===== src/rtl/conv_out_serializer_64_pkg.sv =====
// Shared constants, width helpers and drain FSM encoding for the conv output serializer.
package conv_out_serializer_64_pkg;

  localparam int DEF_DATA_WIDTH = 8;
  localparam int NUM_CH         = 64;

  // Accumulator width carried on the conv bus for a given pixel width.
  function automatic int acc_width(input int dw);
    return 2 * dw + 6;
  endfunction

  // Channel index width; never narrower than one bit.
  function automatic int ch_idx_width(input int n);
    return (n > 1) ? $clog2(n) : 1;
  endfunction

  localparam int ACC_WIDTH    = acc_width(DEF_DATA_WIDTH);
  localparam int CH_IDX_WIDTH = ch_idx_width(NUM_CH);

  // Drain FSM states.
  localparam logic [0:0] ST_IDLE = 1'b0;
  localparam logic [0:0] ST_SEND = 1'b1;

endpackage


===== src/rtl/conv_out_serializer_64_relu_quantizer.sv =====
// ReLU, arithmetic right shift and unsigned saturation of one accumulator to pixel width.
module conv_relu_quantizer
  import conv_out_serializer_64_pkg::*;
#(
  parameter int DATA_WIDTH = DEF_DATA_WIDTH,
  parameter int OUT_SHIFT  = 0,
  localparam int AW        = acc_width(DATA_WIDTH)
)(
  input  logic signed [AW-1:0]         acc,
  output logic        [DATA_WIDTH-1:0] q
);

  logic signed [AW-1:0] shifted;

  assign shifted = acc >>> OUT_SHIFT;

  // Negative clamps to zero; any set bit above the pixel field saturates to all-ones.
  always_comb begin
    q = shifted[DATA_WIDTH-1:0];
    if (acc[AW-1])
      q = '0;
    else if (|shifted[AW-1:DATA_WIDTH])
      q = '1;
  end

endmodule


===== src/rtl/conv_out_serializer_64.sv =====
// Ping-pong capture of the packed conv accumulator bus, streamed out one quantized
// channel per beat over valid/ready. Bank occupancy is tracked by per-bank full flags.
module conv_out_serializer_64
  import conv_out_serializer_64_pkg::*;
#(
  parameter int DATA_WIDTH = DEF_DATA_WIDTH,
  parameter int NUM_CH     = conv_out_serializer_64_pkg::NUM_CH,
  parameter int OUT_SHIFT  = 0,
  localparam int AW        = acc_width(DATA_WIDTH),
  localparam int CW        = ch_idx_width(NUM_CH)
)(
  input  logic                   clk,
  input  logic                   rst,
  input  logic [NUM_CH*AW-1:0]   conv_outs,
  input  logic                   conv_valid,
  output logic                   in_ready,
  output logic [DATA_WIDTH-1:0]  m_data,
  output logic [CW-1:0]          m_ch,
  output logic                   m_last,
  output logic                   m_valid,
  input  logic                   m_ready,
  output logic                   drop_err
);

  logic [NUM_CH-1:0][AW-1:0] bank [2];
  logic [1:0]                full;
  logic [1:0]                full_set, full_clr;
  logic                      wr_ptr, rd_ptr;
  logic [0:0]                state;
  logic                      capture, accept, last_accept;
  logic                      src_bank;
  logic [CW-1:0]             src_ch;
  logic [AW-1:0]             src_acc;
  logic [DATA_WIDTH-1:0]     q;

  // Only registered state feeds in_ready, so a bank freeing this cycle can't rescue a strobe.
  assign in_ready    = ~(full[0] & full[1]);
  assign capture     = conv_valid & in_ready;
  assign accept      = m_valid & m_ready;
  assign last_accept = (state == ST_SEND) & accept & m_last;

  // Pick the accumulator for the beat loaded at the next edge: ch0 of the read bank when
  // starting, the next channel mid-frame, or ch0 of the other bank after the last beat.
  always_comb begin
    src_bank = rd_ptr;
    src_ch   = '0;
    if (state == ST_SEND) begin
      if (m_last) src_bank = ~rd_ptr;
      else        src_ch   = m_ch + 1'b1;
    end
  end

  assign src_acc = bank[src_bank][src_ch];

  conv_relu_quantizer #(
    .DATA_WIDTH (DATA_WIDTH),
    .OUT_SHIFT  (OUT_SHIFT)
  ) u_quant (
    .acc (src_acc),
    .q   (q)
  );

  // Full flag set/clear masks; set and clear never target the same bank.
  always_comb begin
    full_set = '0;
    full_clr = '0;
    if (capture)     full_set[wr_ptr] = 1'b1;
    if (last_accept) full_clr[rd_ptr] = 1'b1;
  end

  // Bank storage; contents are only meaningful while the matching full flag is set.
  always_ff @(posedge clk) begin
    if (capture) bank[wr_ptr] <= conv_outs;
  end

  // Bank bookkeeping, drop flag and drain FSM with output beat registers.
  always_ff @(posedge clk) begin
    if (!rst) begin
      full     <= '0;
      wr_ptr   <= 1'b0;
      rd_ptr   <= 1'b0;
      state    <= ST_IDLE;
      m_valid  <= 1'b0;
      m_last   <= 1'b0;
      m_data   <= '0;
      m_ch     <= '0;
      drop_err <= 1'b0;
    end else begin
      full <= (full | full_set) & ~full_clr;
      if (capture)                 wr_ptr   <= ~wr_ptr;
      if (conv_valid && !in_ready) drop_err <= 1'b1;
      case (state)
        ST_IDLE: begin
          if (full[rd_ptr]) begin
            state   <= ST_SEND;
            m_valid <= 1'b1;
            m_ch    <= '0;
            m_last  <= (NUM_CH == 1);
            m_data  <= q;
          end
        end
        ST_SEND: begin
          if (accept) begin
            if (!m_last) begin
              m_ch   <= m_ch + 1'b1;
              m_last <= (m_ch == CW'(NUM_CH - 2));
              m_data <= q;
            end else begin
              rd_ptr <= ~rd_ptr;
              if (full[~rd_ptr]) begin
                m_ch   <= '0;
                m_last <= (NUM_CH == 1);
                m_data <= q;
              end else begin
                state   <= ST_IDLE;
                m_valid <= 1'b0;
                m_last  <= 1'b0;
              end
            end
          end
        end
        default: state <= ST_IDLE;
      endcase
    end
  end

endmodule


===== config.mk =====
export PLATFORM = sky130hd
export DESIGN_NAME = conv_out_serializer_64
export DESIGN_NICKNAME = d
export VERILOG_FILES = /design/src/rtl/conv_out_serializer_64_pkg.sv /design/src/rtl/conv_out_serializer_64_relu_quantizer.sv /design/src/rtl/conv_out_serializer_64.sv
export SDC_FILE = /design/constraint.sdc
export NUM_CORES = 2
export LEC_CHECK = 0
export BUFFER_PORTS_ARGS = -buffer_cell sky130_fd_sc_hd__buf_4
export CORE_AREA = 2 2 549 551
export DETAILED_ROUTE_END_ITERATION = 8
export DIE_AREA = 0 0 551 553
export PLACE_DENSITY_LB_ADDON = 0.05
export SLEW_MARGIN = 20
export SYNTH_ARGS = -nofsm -noshare
export SYNTH_HDL_FRONTEND = slang
export SYNTH_SLANG_ARGS = --single-unit

===== constraint.sdc =====
create_clock -name clk -period 133.3 [get_ports clk]
set_input_delay 13.33 -clock clk [delete_from_list [all_inputs] [get_ports clk]]
set_output_delay 13.33 -clock clk [all_outputs]
set_load 0.03 [all_outputs]

Word-level counts from Yosys, hierarchy flattened
Memories as Yosys holds them, arrays and structs flattened. Index checks and enable logic that the tools add are counted.

ROM bits: 0. Latch bits: 0. Bits in writable memories: 2816. Input bits: 1412. Output and inout bits: 18. Flip-flop bits (word level): 22. Word-level logic and storage cells: 87. Memories: 1.

Shift operators: 0. Mux-type cells: 44. Reduce and logical (&&, ||, !) cells: 8. Equality and inequality tests: 6. Magnitude comparators: 6. $mul: 0. Divide/modulo/power cells: 0. Bitwise gates (word level): 12. Add/sub/neg operators: 1.

Memory list: bank (depth 2, bits a word 1408, read ports 1, clocked after memory_dff 0, write ports 1, line conv_out_serializer_64.sv:25) `logic [NUM_CH-1:0][AW-1:0] bank [2];`.

Operators with widths (number): binary-select mux 22 bit (select 6 bit) (1); two-way mux 8 bit (6); two-way mux 6 bit (6); two-way mux 22 bit (1); two-way mux 1 bit (21); case mux 8 bit (2 select lines) (1); OR reduction 14 bit (1); case mux 6 bit (2 select lines) (1); less-than comparator 6 x 7 -> 1 bit (second input constant) (1); adder 6 x 1 -> 6 bit (second input constant) (1); == test 6 bit (second input constant) (1); less-than comparator 1 x 2 -> 1 bit (second input constant) (3); != test 2 bit (second input constant) (3); case mux 1 bit (2 select lines) (3); bitwise AND 1 bit (5); two-way mux 2 bit (2); inverter 1 bit (4); AND reduction 2 bit (2); AND reduction 4 bit (1); logical AND 1 bit (3); != test 3 x 2 -> 1 bit (second input constant) (1); AND reduction 3 bit (1); bitwise AND 2 bit (1); demux 1 bit (select 1 bit) (2); other kinds (4) (5).

Logic depth before layout (Yosys ltp)
An unclocked memory read counts as a cell.

Depth in word-level cells: 13. Gate-level depth with buffers: 18. Depth with buffers taken out: 12.

Modules after synthesis
From an unflattened synthesis, not the netlist that was laid out.

Cell total of the unflattened synthesis: 7205. Area, all modules: 116508.0 µm².

Modules (own cells, without submodules): conv_out_serializer_64 (area each 116315.3 µm², times used 1, cells each 7183, sequential area each 85001.5 µm²); conv_relu_quantizer (area each 192.7 µm², times used 1, cells each 22, sequential area each 0.0 µm²).

Worst setup path after synthesis
Ideal clock, no wire load.

Path type: input port to flip-flop. Start: in conv_valid. End: reg full[0]. Arrival time: 78095 ps. Setup time: 223 ps. Buffers on the path: 0. Data required time: 133077 ps. Stages on the path: 3. Setup slack: 54982 ps. Cells stage by stage: nand2_1 -> nor2_1 -> o221a_2.

Word-level cells in the longest chain between the ends: 4.

Ends and longest elaborated chain: start, declared (line conv_out_serializer_64.sv:15) `input logic conv_valid,`; bitwise AND 1 bit (line conv_out_serializer_64.sv:38) `assign capture = conv_valid & in_ready;`; two-way mux 2 bit (line conv_out_serializer_64.sv:67) `if (capture) full_set[wr_ptr] = 1'b1;`; bitwise OR 2 bit (line conv_out_serializer_64.sv:89) `full <= (full | full_set) & ~full_clr;`; bitwise AND 2 bit (line conv_out_serializer_64.sv:89); end signal, assigned (line conv_out_serializer_64.sv:89); end, declared (line conv_out_serializer_64.sv:26) `logic [1:0] full;`.

Every way passes these cells. A chain may end at the register's enable or synchronous reset.

Worst setup path in the final report
Start: in conv_valid. End: mem bank[0][493] in the netlist's numbering, enable pin.

Word-level cells in the longest chain between the ends: 3.

Ends and longest elaborated chain: bitwise AND 1 bit (line conv_out_serializer_64.sv:38); two-way mux 1 bit (line conv_out_serializer_64.sv:73) `if (capture) bank[wr_ptr] <= conv_outs;`; two-way mux 1 bit (not written as such) (line conv_out_serializer_64.sv:73); end, declared (line conv_out_serializer_64.sv:25).

Every way passes these cells.

==> results_dict.tcl <==
set metrics [dict create \
    synth-seq-cells 2838 \
    syn_avg_cell_area_sq_um 19.0 \
    grt_pass1_wl_um 523000 \
    synth.yosys.warnings 0 \
    wire_per_inst_um 34.5 \
    synth_flop_cell "edfxtp_1" \
    die_area_sq_um 305000 \
    synth.largest_area_cell "edfxtp_1" \
    grt_max_degree 158 \
    dr.pass1.iters 5 \
    die_h_um 553 \
    ir_drop_mv 0.0109 \
    max_slew.worst_pin.slew_ps 1230 \
    numCtsBuffers 318 \
    async_flop_share_pct 0 \
    cp_common_cell "buf_4" \
    io_pins 1430 \
    fin_crit_sh_pct 14.6 \
    drive_gt1_share_pct 31.4 \
    cts.clk_slew.worst_paths_ps 60 \
    crit_required_ps 133810 \
    cts_buffer_depth 4 \
    critical-path-top-delay-family "buffers and inverters" \
    nFillCells 26600 \
    drt_drc_violations_left 0 \
    syn-instance-count 5572 \
    track_usage_pct 25.2 \
    rows 201 \
    crit_chain "buf_4 -> nand2_1 -> nor2_4 -> buf_12 -> buf_4 -> buf_4 -> buf_4 -> buf_4 -> buf_4 -> buf_4 -> buf_4" \
    relSlewSlack_pct 18.0 \
    yosysSeqAreaShare_pct 80.3 \
    cp-end-kind "register" \
    clk-insertion-delay-late_ps 920 \
    overflow 0 \
    cpMaxStageDelayCell "buf_4" \
    slowest_delay_ps 900 \
    start_util_pct 35.4 \
    status "finished clean" \
    yosysTopAreaCellShare_pct 79.9 \
    core-area_sq_um 299000 \
    synth_area_leaders "edfxtp_1, mux4_2, nand2_1, mux2i_1, nor3_1" \
    hold_class "reg2reg" \
    skew_ps 52.6 \
    cp.arrival_ps 19910 \
    port_buffers 1429 \
    drtAntennaViolNets 0 \
    hpwl_um 280000 \
    cts_root_buf "clkbuf_16" \
    critPathBufInv 9 \
    path_max_fanout 76 \
    grt_pass1_vias 62500 \
    wirelength_um 395000 \
    power.density_nw_per_um2 15.6 \
    synthesis.nets 6986 \
    hold_buffers 0 \
    vias 61400 \
    slew_violations 0 \
    place_congestion 0.808 \
    period_needed_ps 19400 \
    synth_edf_count 2816 \
    die_width_um 551 \
    rsz0062_at_grt "false" \
    synth_area_sq_um 106000 \
    post_cts_resized 0 \
    syn_to_final_growth_pct 24.3 \
    viasPerCell 5.36 \
    nNetsFinal 8557 \
    p_leak_nw 45.1 \
    crit_path_start_kind "input port" \
    maxCapViolCount 0 \
    setup_viol 0 \
    drt_iter0_markers 6181 \
    antenna_found_initial 345 \
    max_freq_mhz 51.5 \
    cts_num_sinks 2838 \
    tns_ps 0 \
    final_hold_viol_count 0 \
    cts_max_level 5 \
    path_class "in2reg" \
    cts_setup_buffers 0 \
    post-route-util_pct 44.0 \
    netlist-cell-type-count 86 \
    cts_tree "built" \
]
-- metrics by stage --
step / total power [mW] / cells / hold slack (ps) / worst slack (ps) / instance area [sq um]
6_report: 2.06 / 11500 / 523 / 113900 / 132000
2_1_floorplan: 1.26 / 5572 / 547 / 54980 / 106000
3_5_place_dp: 1.23 / 10800 / 518 / 112540 / 121000
3_3_place_gp: 1.22 / 10800 / 477 / 112560 / 121000
4_1_cts: 2.08 / 11400 / 529 / 113510 / 131000
5_1_grt: 2.12 / 11400 / 557 / 113510 / 131000
-- sequential cells by signal, summed over array words and instances, names as in the netlist --
name and flops:
rd_ptr 1, full 2, m_ch 6, state 1, bank 2816, m_data 8
drop_err 1, wr_ptr 1, m_valid 1, m_last 1
-- path summary, 6_finish.rpt --
kind | start | endpoint | slack, ps | cells after the start
hold / removal | m_ch[4] | m_ch[4] | 520 | 2
setup / recovery | conv_valid | bank[0][493] | 113900 | 11
setup reg to reg | full[1] | bank[0][493] | 125780 | 11
hold reg to reg | m_ch[4] | m_ch[4] | 520 | 2
-- cell families after synthesis --
group                      share of synthesized area (%)
AOI/OAI and AO/OA                                   5.54
xor gates and xnor gates                          0.0497
muxes                                               7.35
DFF                                                 80.3
adders and majority gates                         0.0236
and+or+nand+nor                                     5.23
buffers and inverters                               1.48
-- Yosys cell counts (6+ instances only) --
cell type / n
edfxtp_1: 2816
nand2_1: 446
mux4_2: 263
nor3_1: 175
mux2i_1: 155
a21oi_1: 150
nand3_1: 133
buf_2: 123
o21ai_0: 119
nor2_1: 110
nor4_1: 97
clkbuf_1: 92
o41ai_1: 89
a31oi_1: 54
buf_4: 53
o22ai_1: 46
a211oi_1: 42
nand4_1: 39
o221ai_1: 39
or4_1: 39
and3_1: 34
or3_1: 33
a32oi_1: 31
o311ai_0: 31
buf_1: 27
a221oi_1: 26
mux2_2: 26
a22oi_1: 22
dfxtp_1: 22
o211ai_1: 22
a311oi_1: 20
and2_1: 13
a2111oi_0: 12
a21o_1: 10
o2111ai_1: 10
nand2b_1: 9
buf_6: 8
nor2b_1: 8
o221a_2: 8
o32ai_1: 8
a21boi_0: 7
a221o_1: 7
o31ai_1: 7
a211o_1: 6
-- per-layer routing --
metal / vias to the layer above / share of wire, % / GRT usage, %
met3: 857 / 9.9 / 9.73
met2: 2426 / 49 / 42.0
met1: 31600 / 38 / 30.2
met4: 250 / 2.8 / 7.63
met5: - / 0.38 / 0
li1: 26300 / - / -
-- worst min-delay path: stages (launching register included) --
cell      delay, ps
dfxtp_1         340
nand2_1          60
a21boi_0         70
-- layout by cell type, fill, tap and decap left out, types with 31 or more instances in the layout --
master,instances
clkinv_1,69
nor4_1,96
o41ai_1,84
nand2_1,443
and3_1,33
clkinv_2,39
or3_1,33
a32oi_1,31
clkbuf_1,85
o311ai_0,31
nor3_1,174
or4_1,39
o221ai_1,39
o22ai_1,46
nand4_1,39
nor2_1,102
buf_4,1539
nand3_1,132
mux4_2,263
a211oi_1,42
edfxtp_1,2816
mux2i_1,155
a31oi_1,52
a21oi_1,146
clkbuf_16,322
diode_2,99
o21ai_0,118
-- final cells by class --
type | count | area [sq um] | area share, %
Tap cell | 3958 | 4950 | 3.76
Inverter | 5 | 18.8 | 0.0143
Clock inverter | 161 | 1570 | 1.20
Sequential cell | 2838 | 85000 | 64.6
Clock buffer | 409 | 8400 | 6.39
Antenna cell | 99 | 248 | 0.188
Timing Repair Buffer | 1554 | 11800 | 9.00
Multi-Input combinational cell | 2426 | 19500 | 14.8
-- power breakdown --
group / internal (mW) / switching (mW) / leakage [nW] / total (mW)
Clock: 0.490 / 0.362 / 4.85 / 0.852
Sequential: 1.05 / 0.0136 / 26.6 / 1.06
Combinational: 0.0550 / 0.0865 / 13.6 / 0.142
Total: 1.60 / 0.462 / 45.1 / 2.06
(Power assumes the default switching activity.)
